File: src/rtl/c1541_gcr_encoder.sv
// rtl/c1541_gcr_encoder.sv - builds one 1541 sector image (sync, GCR header, gap, sync, GCR data, tail gap)
// into a GCR byte buffer, reading the 256 data bytes from a one-cycle-latency RAM.
module c1541_gcr_encoder (
    input  logic        clk,
    input  logic        reset,
    input  logic        start,
    input  logic [5:0]  track,
    input  logic [4:0]  sector,
    input  logic [7:0]  id1,
    input  logic [7:0]  id2,
    input  logic [7:0]  gap_len,
    input  logic [12:0] gcr_base,
    output logic [7:0]  ram_addr,
    input  logic [7:0]  ram_din,
    output logic [12:0] gcr_addr,
    output logic [7:0]  gcr_dout,
    output logic        gcr_we,
    output logic        busy,
    output logic        done
);

    typedef enum logic [2:0] {
        S_IDLE, S_HSYNC, S_HDR, S_HGAP, S_DSYNC, S_DATA, S_TGAP, S_FIN
    } state_t;

    state_t      state;
    logic [7:0]  cnt;
    logic [6:0]  grp;
    logic [2:0]  sub;
    logic        emit;
    logic [12:0] wr_addr;
    logic [5:0]  trk_q;
    logic [4:0]  sec_q;
    logic [7:0]  id1_q;
    logic [7:0]  id2_q;
    logic [7:0]  gap_q;
    logic [7:0]  dcks;
    logic [31:0] word;

    logic [7:0]  hcks;
    logic [31:0] hdr_word;
    logic [39:0] code;
    logic [7:0]  emit_byte;
    logic [8:0]  k_base;
    logic [8:0]  k_issue;
    logic [8:0]  k_cap;
    logic        issue_is_ram;
    logic        cap_is_ram;
    logic [7:0]  cap_byte;
    logic        last_grp;
    logic        wr_fire;
    logic [7:0]  wr_byte;

    function automatic logic [4:0] gcr5(input logic [3:0] n);
        case (n)
            4'h0: gcr5 = 5'h0A;
            4'h1: gcr5 = 5'h0B;
            4'h2: gcr5 = 5'h12;
            4'h3: gcr5 = 5'h13;
            4'h4: gcr5 = 5'h0E;
            4'h5: gcr5 = 5'h0F;
            4'h6: gcr5 = 5'h16;
            4'h7: gcr5 = 5'h17;
            4'h8: gcr5 = 5'h09;
            4'h9: gcr5 = 5'h19;
            4'hA: gcr5 = 5'h1A;
            4'hB: gcr5 = 5'h1B;
            4'hC: gcr5 = 5'h0D;
            4'hD: gcr5 = 5'h1D;
            4'hE: gcr5 = 5'h1E;
            default: gcr5 = 5'h15;
        endcase
    endfunction

    function automatic logic [39:0] gcr_group(input logic [31:0] w);
        gcr_group = {gcr5(w[31:28]), gcr5(w[27:24]), gcr5(w[23:20]), gcr5(w[19:16]),
                     gcr5(w[15:12]), gcr5(w[11:8]),  gcr5(w[7:4]),   gcr5(w[3:0])};
    endfunction

    // Data stream index k: 0 = block marker, 1..256 = RAM bytes, 257 = checksum, 258..259 = pad.
    always_comb begin
        hcks     = {3'b000, sec_q} ^ {2'b00, trk_q} ^ id2_q ^ id1_q;
        hdr_word = (grp == 7'd0) ? {8'h08, hcks, {3'b000, sec_q}, {2'b00, trk_q}}
                                 : {id2_q, id1_q, 8'h0F, 8'h0F};
        code     = gcr_group(word);
        case (sub)
            3'd0:    emit_byte = code[39:32];
            3'd1:    emit_byte = code[31:24];
            3'd2:    emit_byte = code[23:16];
            3'd3:    emit_byte = code[15:8];
            3'd4:    emit_byte = code[7:0];
            default: emit_byte = 8'h00;
        endcase

        k_base       = {grp, 2'b00};
        k_issue      = k_base + {6'b000000, sub};
        k_cap        = k_base + {6'b000000, sub} - 9'd2;
        issue_is_ram = (k_issue != 9'd0) && (k_issue <= 9'd256);
        cap_is_ram   = (k_cap != 9'd0) && (k_cap <= 9'd256);
        if (k_cap == 9'd0)
            cap_byte = 8'h07;
        else if (cap_is_ram)
            cap_byte = ram_din;
        else if (k_cap == 9'd257)
            cap_byte = dcks;
        else
            cap_byte = 8'h00;

        last_grp = (state == S_HDR) ? (grp == 7'd1) : (grp == 7'd64);

        wr_fire = 1'b0;
        wr_byte = 8'h00;
        case (state)
            S_HSYNC, S_DSYNC: begin
                wr_fire = 1'b1;
                wr_byte = 8'hFF;
            end
            S_HGAP, S_TGAP: begin
                wr_fire = 1'b1;
                wr_byte = 8'h55;
            end
            S_HDR, S_DATA: begin
                wr_fire = emit;
                wr_byte = emit_byte;
            end
            default: begin
                wr_fire = 1'b0;
                wr_byte = 8'h00;
            end
        endcase
    end

    always_ff @(posedge clk) begin
        if (reset) begin
            state    <= S_IDLE;
            cnt      <= 8'd0;
            grp      <= 7'd0;
            sub      <= 3'd0;
            emit     <= 1'b0;
            wr_addr  <= 13'd0;
            trk_q    <= 6'd0;
            sec_q    <= 5'd0;
            id1_q    <= 8'd0;
            id2_q    <= 8'd0;
            gap_q    <= 8'd0;
            dcks     <= 8'd0;
            word     <= 32'd0;
            ram_addr <= 8'd0;
            gcr_addr <= 13'd0;
            gcr_dout <= 8'd0;
            gcr_we   <= 1'b0;
            busy     <= 1'b0;
            done     <= 1'b0;
        end else begin
            gcr_we <= wr_fire;
            done   <= 1'b0;
            if (wr_fire) begin
                gcr_dout <= wr_byte;
                gcr_addr <= wr_addr;
                wr_addr  <= wr_addr + 13'd1;
            end

            case (state)
                S_IDLE: begin
                    if (start) begin
                        trk_q   <= track;
                        sec_q   <= sector;
                        id1_q   <= id1;
                        id2_q   <= id2;
                        gap_q   <= gap_len;
                        wr_addr <= gcr_base;
                        cnt     <= 8'd0;
                        busy    <= 1'b1;
                        state   <= S_HSYNC;
                    end
                end

                S_HSYNC: begin
                    if (cnt == 8'd4) begin
                        cnt   <= 8'd0;
                        grp   <= 7'd0;
                        sub   <= 3'd0;
                        emit  <= 1'b0;
                        state <= S_HDR;
                    end else begin
                        cnt <= cnt + 8'd1;
                    end
                end

                S_HDR, S_DATA: begin
                    if (emit) begin
                        if (sub == 3'd4) begin
                            sub  <= 3'd0;
                            emit <= 1'b0;
                            if (!last_grp)
                                grp <= grp + 7'd1;
                            else if (state == S_HDR)
                                state <= S_HGAP;
                            else
                                state <= (gap_q == 8'd0) ? S_FIN : S_TGAP;
                            cnt <= 8'd0;
                        end else begin
                            sub <= sub + 3'd1;
                        end
                    end else if (state == S_HDR) begin
                        word <= hdr_word;
                        emit <= 1'b1;
                    end else begin
                        // Gather: issue RAM reads on sub 0..3, capture bytes two cycles later on sub 2..5.
                        if (sub <= 3'd3 && issue_is_ram)
                            ram_addr <= {grp[5:0], 2'b00} + {5'b00000, sub} - 8'd1;
                        if (sub >= 3'd2) begin
                            word <= {word[23:0], cap_byte};
                            if (cap_is_ram)
                                dcks <= dcks ^ ram_din;
                        end
                        if (sub == 3'd5) begin
                            sub  <= 3'd0;
                            emit <= 1'b1;
                        end else begin
                            sub <= sub + 3'd1;
                        end
                    end
                end

                S_HGAP: begin
                    if (cnt == 8'd8) begin
                        cnt   <= 8'd0;
                        state <= S_DSYNC;
                    end else begin
                        cnt <= cnt + 8'd1;
                    end
                end

                S_DSYNC: begin
                    if (cnt == 8'd4) begin
                        cnt   <= 8'd0;
                        grp   <= 7'd0;
                        sub   <= 3'd0;
                        emit  <= 1'b0;
                        dcks  <= 8'd0;
                        state <= S_DATA;
                    end else begin
                        cnt <= cnt + 8'd1;
                    end
                end

                S_TGAP: begin
                    if (cnt == gap_q - 8'd1) begin
                        cnt   <= 8'd0;
                        state <= S_FIN;
                    end else begin
                        cnt <= cnt + 8'd1;
                    end
                end

                S_FIN: begin
                    done  <= 1'b1;
                    busy  <= 1'b0;
                    state <= S_IDLE;
                end

                default: state <= S_IDLE;
            endcase
        end
    end

endmodule
File: config.mk
export PLATFORM = sky130hd
export DESIGN_NAME = c1541_gcr_encoder
export DESIGN_NICKNAME = d
export VERILOG_FILES = /design/src/rtl/c1541_gcr_encoder.sv
export SDC_FILE = /design/constraint.sdc
export NUM_CORES = 1
export LEC_CHECK = 0
export CAP_MARGIN = 10
export CORE_MARGIN = 3
export CORE_UTILIZATION = 50
export DETAILED_ROUTE_END_ITERATION = 7
export PLACE_DENSITY = 0.72
export SYNTH_ARGS = -nofsm -noshare
export SYNTH_HDL_FRONTEND = slang
export SYNTH_SLANG_ARGS = --single-unit
File: constraint.sdc
create_clock -name clk -period 4.8 [get_ports clk]
set_input_delay 0.96 -clock clk [delete_from_list [all_inputs] [get_ports clk]]
set_output_delay 0.96 -clock clk [all_outputs]
set_load 0.01 [all_outputs]
==> impl_metrics.json <==
{
  "status": "finished clean",
  "final_common_cell": "dfxtp_1",
  "drt-total-wl_mm": 22.9,
  "fin_nets": 1222,
  "ys_ff_latch": 182,
  "final_cells": 1368,
  "drt_pass1_iterations": 5,
  "ir_drop_mv": 0.327,
  "syn2layout_area_growth_pct": 18.1,
  "htreeDepth": 4,
  "io_pins": 91,
  "drtIter0Drc": 669,
  "cts_buffer_depth": 2,
  "hold_depth": 2,
  "hold_slack_ns": 0.460,
  "grt_use_total_pct": 23.5,
  "cts_buffers": 17,
  "ff_latch_area_sq_um": 3640,
  "reg2reg_slack_ns": 0.93,
  "coreArea_sq_um": 16800,
  "vias": 7786,
  "synth-edff-count": 0,
  "fmax_ghz": 0.258,
  "root_buffer": "clkbuf_16",
  "power_w": 0.00530,
  "grt_pass1_wl_mm": 37.1,
  "cts_hold_buf": 0,
  "cts_tree": "done",
  "worstMarginPinSlew_ns": 1.11,
  "cts_resized": 0,
  "reg2reg_to": "dcks[0]",
  "crit_family": "compound AO/OA/AOI/OAI gates",
  "yosysSeqAreaShare_pct": 41.8,
  "dpl.hpwl_mm": 16.1,
  "critical_path_peak_fanout": 18,
  "wl_per_cell_um": 16.7,
  "cp_num_buf_inv": 0,
  "die_h_um": 138,
  "start_util_pct": 51.8,
  "cp_cell_sequence": "ha_1, ha_1, nor3_1, nor3b_1, a31oi_1, a211o_1, a32oi_1, o21ai_0, a21oi_1",
  "drv_slew": 0,
  "reg2reg_depth": 9,
  "design_area_sq_um": 10300,
  "gr-total-overflow": 0,
  "multi_input_area_sq_um": 4670,
  "max_stage_delay_ns": 0.87,
  "cp-end-kind": "flip-flop",
  "drive_gt1_share_pct": 6.45,
  "final_cell_mix": "182 x dfxtp_1, 155 x nand2_1, 120 x nor2_1, 120 x a21oi_1, 89 x clkdlybuf4s50_1",
  "port_buffers": 90,
  "min_to": "gcr_addr[3]",
  "synth_nets": 1164,
  "rsz0062_at_grt": "false",
  "hold_class": "flip-flop to flip-flop",
  "hold_violations": 0,
  "hp-start": "gcr_addr[3]",
  "crit_type": "flip-flop to flip-flop",
  "antenna_found_initial": 0,
  "place_inst": 1336,
  "syn_avg_cell_area_sq_um": 8.09,
  "post_cts_buffers": 0,
  "critPathLaunchType": "flip-flop",
  "yosysWarnings": 0,
  "critical_path_required_ns": 5.17,
  "rr_startpoint": "sub[2]",
  "p_per_area_nw_per_um2": 514,
  "synthCells": 1077,
  "grt_pass1_vias": 7286,
  "dieWidth_um": 138,
  "cpMaxStageDelayCell": "a32oi_1",
  "ys_types": 68,
  "slew_headroom_pct": 25.9,
  "finalSetupViolations": 0,
  "finalClockSkew_ns": 0.00699,
  "min_period_ns": 3.87,
  "cp_common_cell": "ha_1",
  "rows": 47,
  "cts_num_sinks": 182,
  "gp_congestion": 0.870,
  "route.detailed.drc": 0,
  "drtAntennaViolNets": 0,
  "p_leak_nw": 3.83,
  "clk_latency_ns": 0.44,
  "synth_area_sq_um": 8710,
  "vias_per_cell": 5.69,
  "fillers": 1556,
  "postPlaceCellArea_sq_um": 9690,
  "synthArstFlopShare_pct": 0,
  "arrival_ns": 4.25,
  "grt_max_degree": 109,
  "dieArea_sq_um": 19000,
  "period_share_pct": 80.7,
  "synth_ff_type": "dfxtp_1",
  "n_antenna_cell": 0,
  "fin_setup_tns_ns": 0,
  "clkSlewWorstSetupHoldPaths_ns": 0.08,
  "maxCapViolCount": 0
}
## report_power, final
| group | switching [W] | internal [W] | total [W] |
|---|---|---|---|
| Combinational | 0.00109 | 0.000722 | 0.00181 |
| Sequential | 0.000266 | 0.00180 | 0.00207 |
| Clock | 0.000661 | 0.000755 | 0.00142 |
| Total | 0.00202 | 0.00328 | 0.00530 |
## flip-flops by register name, summed over array words and instances (netlist names), 13 cells and up
signal,count
gcr_addr,13
code,40
wr_addr,13
word,32
## layer usage
| layer | up-vias | share of wire, % | wire length, um | track usage (%) |
|---|---|---|---|---|
| met5 | - | 0 | 0 | 0 |
| met4 | 0 | 1.6 | 356 | 6.40 |
| met3 | 30 | 7.6 | 1730 | 6.39 |
| met2 | 251 | 44 | 9950 | 35.8 |
| met1 | 3610 | 47 | 10800 | 33.1 |
| li1 | 3895 | - | - | - |
## Yosys cell counts (all sizes together), types with 3 or more instances
| cell | number | share of area, % |
|---|---|---|
| nor4 | 3 | 0.22 |
| a21oi | 121 | 7.0 |
| or2 | 9 | 0.65 |
| inv | 37 | 1.6 |
| a222oi | 7 | 0.80 |
| or3 | 21 | 1.5 |
| a311oi | 5 | 0.50 |
| clkbuf | 45 | 1.9 |
| or3b | 6 | 0.60 |
| buf | 14 | 1.3 |
| nand2b | 6 | 0.43 |
| nand4 | 8 | 0.57 |
| o21ai | 52 | 3.0 |
| a21o | 12 | 1.0 |
| a221o | 5 | 0.57 |
| a22oi | 5 | 0.43 |
| nand3 | 18 | 1.0 |
| o211ai | 3 | 0.26 |
| a221oi | 5 | 0.50 |
| dfxtp | 182 | 42 |
| o22ai | 12 | 0.86 |
| a211oi | 23 | 2.0 |
| mux2 | 8 | 1.0 |
| nor3 | 34 | 2.0 |
| nor3b | 3 | 0.32 |
| nor2 | 120 | 5.2 |
| and2 | 6 | 0.43 |
| xnor2 | 24 | 2.4 |
| and3 | 7 | 0.50 |
| ha | 27 | 3.9 |
| o21a | 3 | 0.26 |
| o21bai | 4 | 0.34 |
| mux2i | 4 | 0.46 |
| nand2 | 155 | 6.7 |
| xor2 | 18 | 1.8 |
| a31oi | 9 | 0.65 |
| nor2b | 17 | 1.2 |
| o31ai | 4 | 0.34 |
| and4 | 3 | 0.30 |
| a32oi | 5 | 0.50 |
## tightest hold or removal path: stages, from the launching register on
cell	delay (ns)
dfxtp_1	0.32
nand2_1	0.05
a21oi_1	0.05
## per-stage QoR
stage | setup slack [ns] | utilization [%]
finish | 0.926 | 61.2
global route | 0.492 | 61.2
CTS | 1.00 | 61.2
detailed placement | 1.01 | 57.6
global placement | 1.25 | 57.6
floorplan | 1.49 | -
## area by class of cell
type | instances | area share [%]
clock buffers | 18 | 4.27
clock inverters | 14 | 1.63
inverters | 37 | 1.35
multi-input cells | 799 | 45.4
flip-flops and latches | 182 | 35.4
well taps | 220 | 2.67
repair buffers | 98 | 9.31
## how the worst max path moves through the flow
stage / endpoint / depth (start not counted) / startpoint / slack [ns]
3_5_place_dp: dcks[0] / 9 / sub[2] / 1.01
3_3_place_gp: dcks[5] / 9 / sub[2] / 1.25
5_1_grt: dcks[3] / 9 / sub[2] / 0.49
4_1_cts: dcks[0] / 9 / sub[2] / 1.00
2_1_floorplan: code[1] / 12 / sub[2] / 1.49
6_report: dcks[0] / 9 / sub[2] / 0.93
## kinds of logic (layout without fill, tap and decap cells)
family / after synthesis / after routing / share of synthesized area (%)
xor+xnor: 42 / 42 / 4.22
flops: 182 / 182 / 41.8
simple gates: 426 / 426 / 22.7
compound gates: 291 / 291 / 20.9
fa+ha+maj: 28 / 28 / 4.11
buf+inv: 96 / 167 / 4.80
mux: 12 / 12 / 1.49
(Power assumes the default switching activity.)
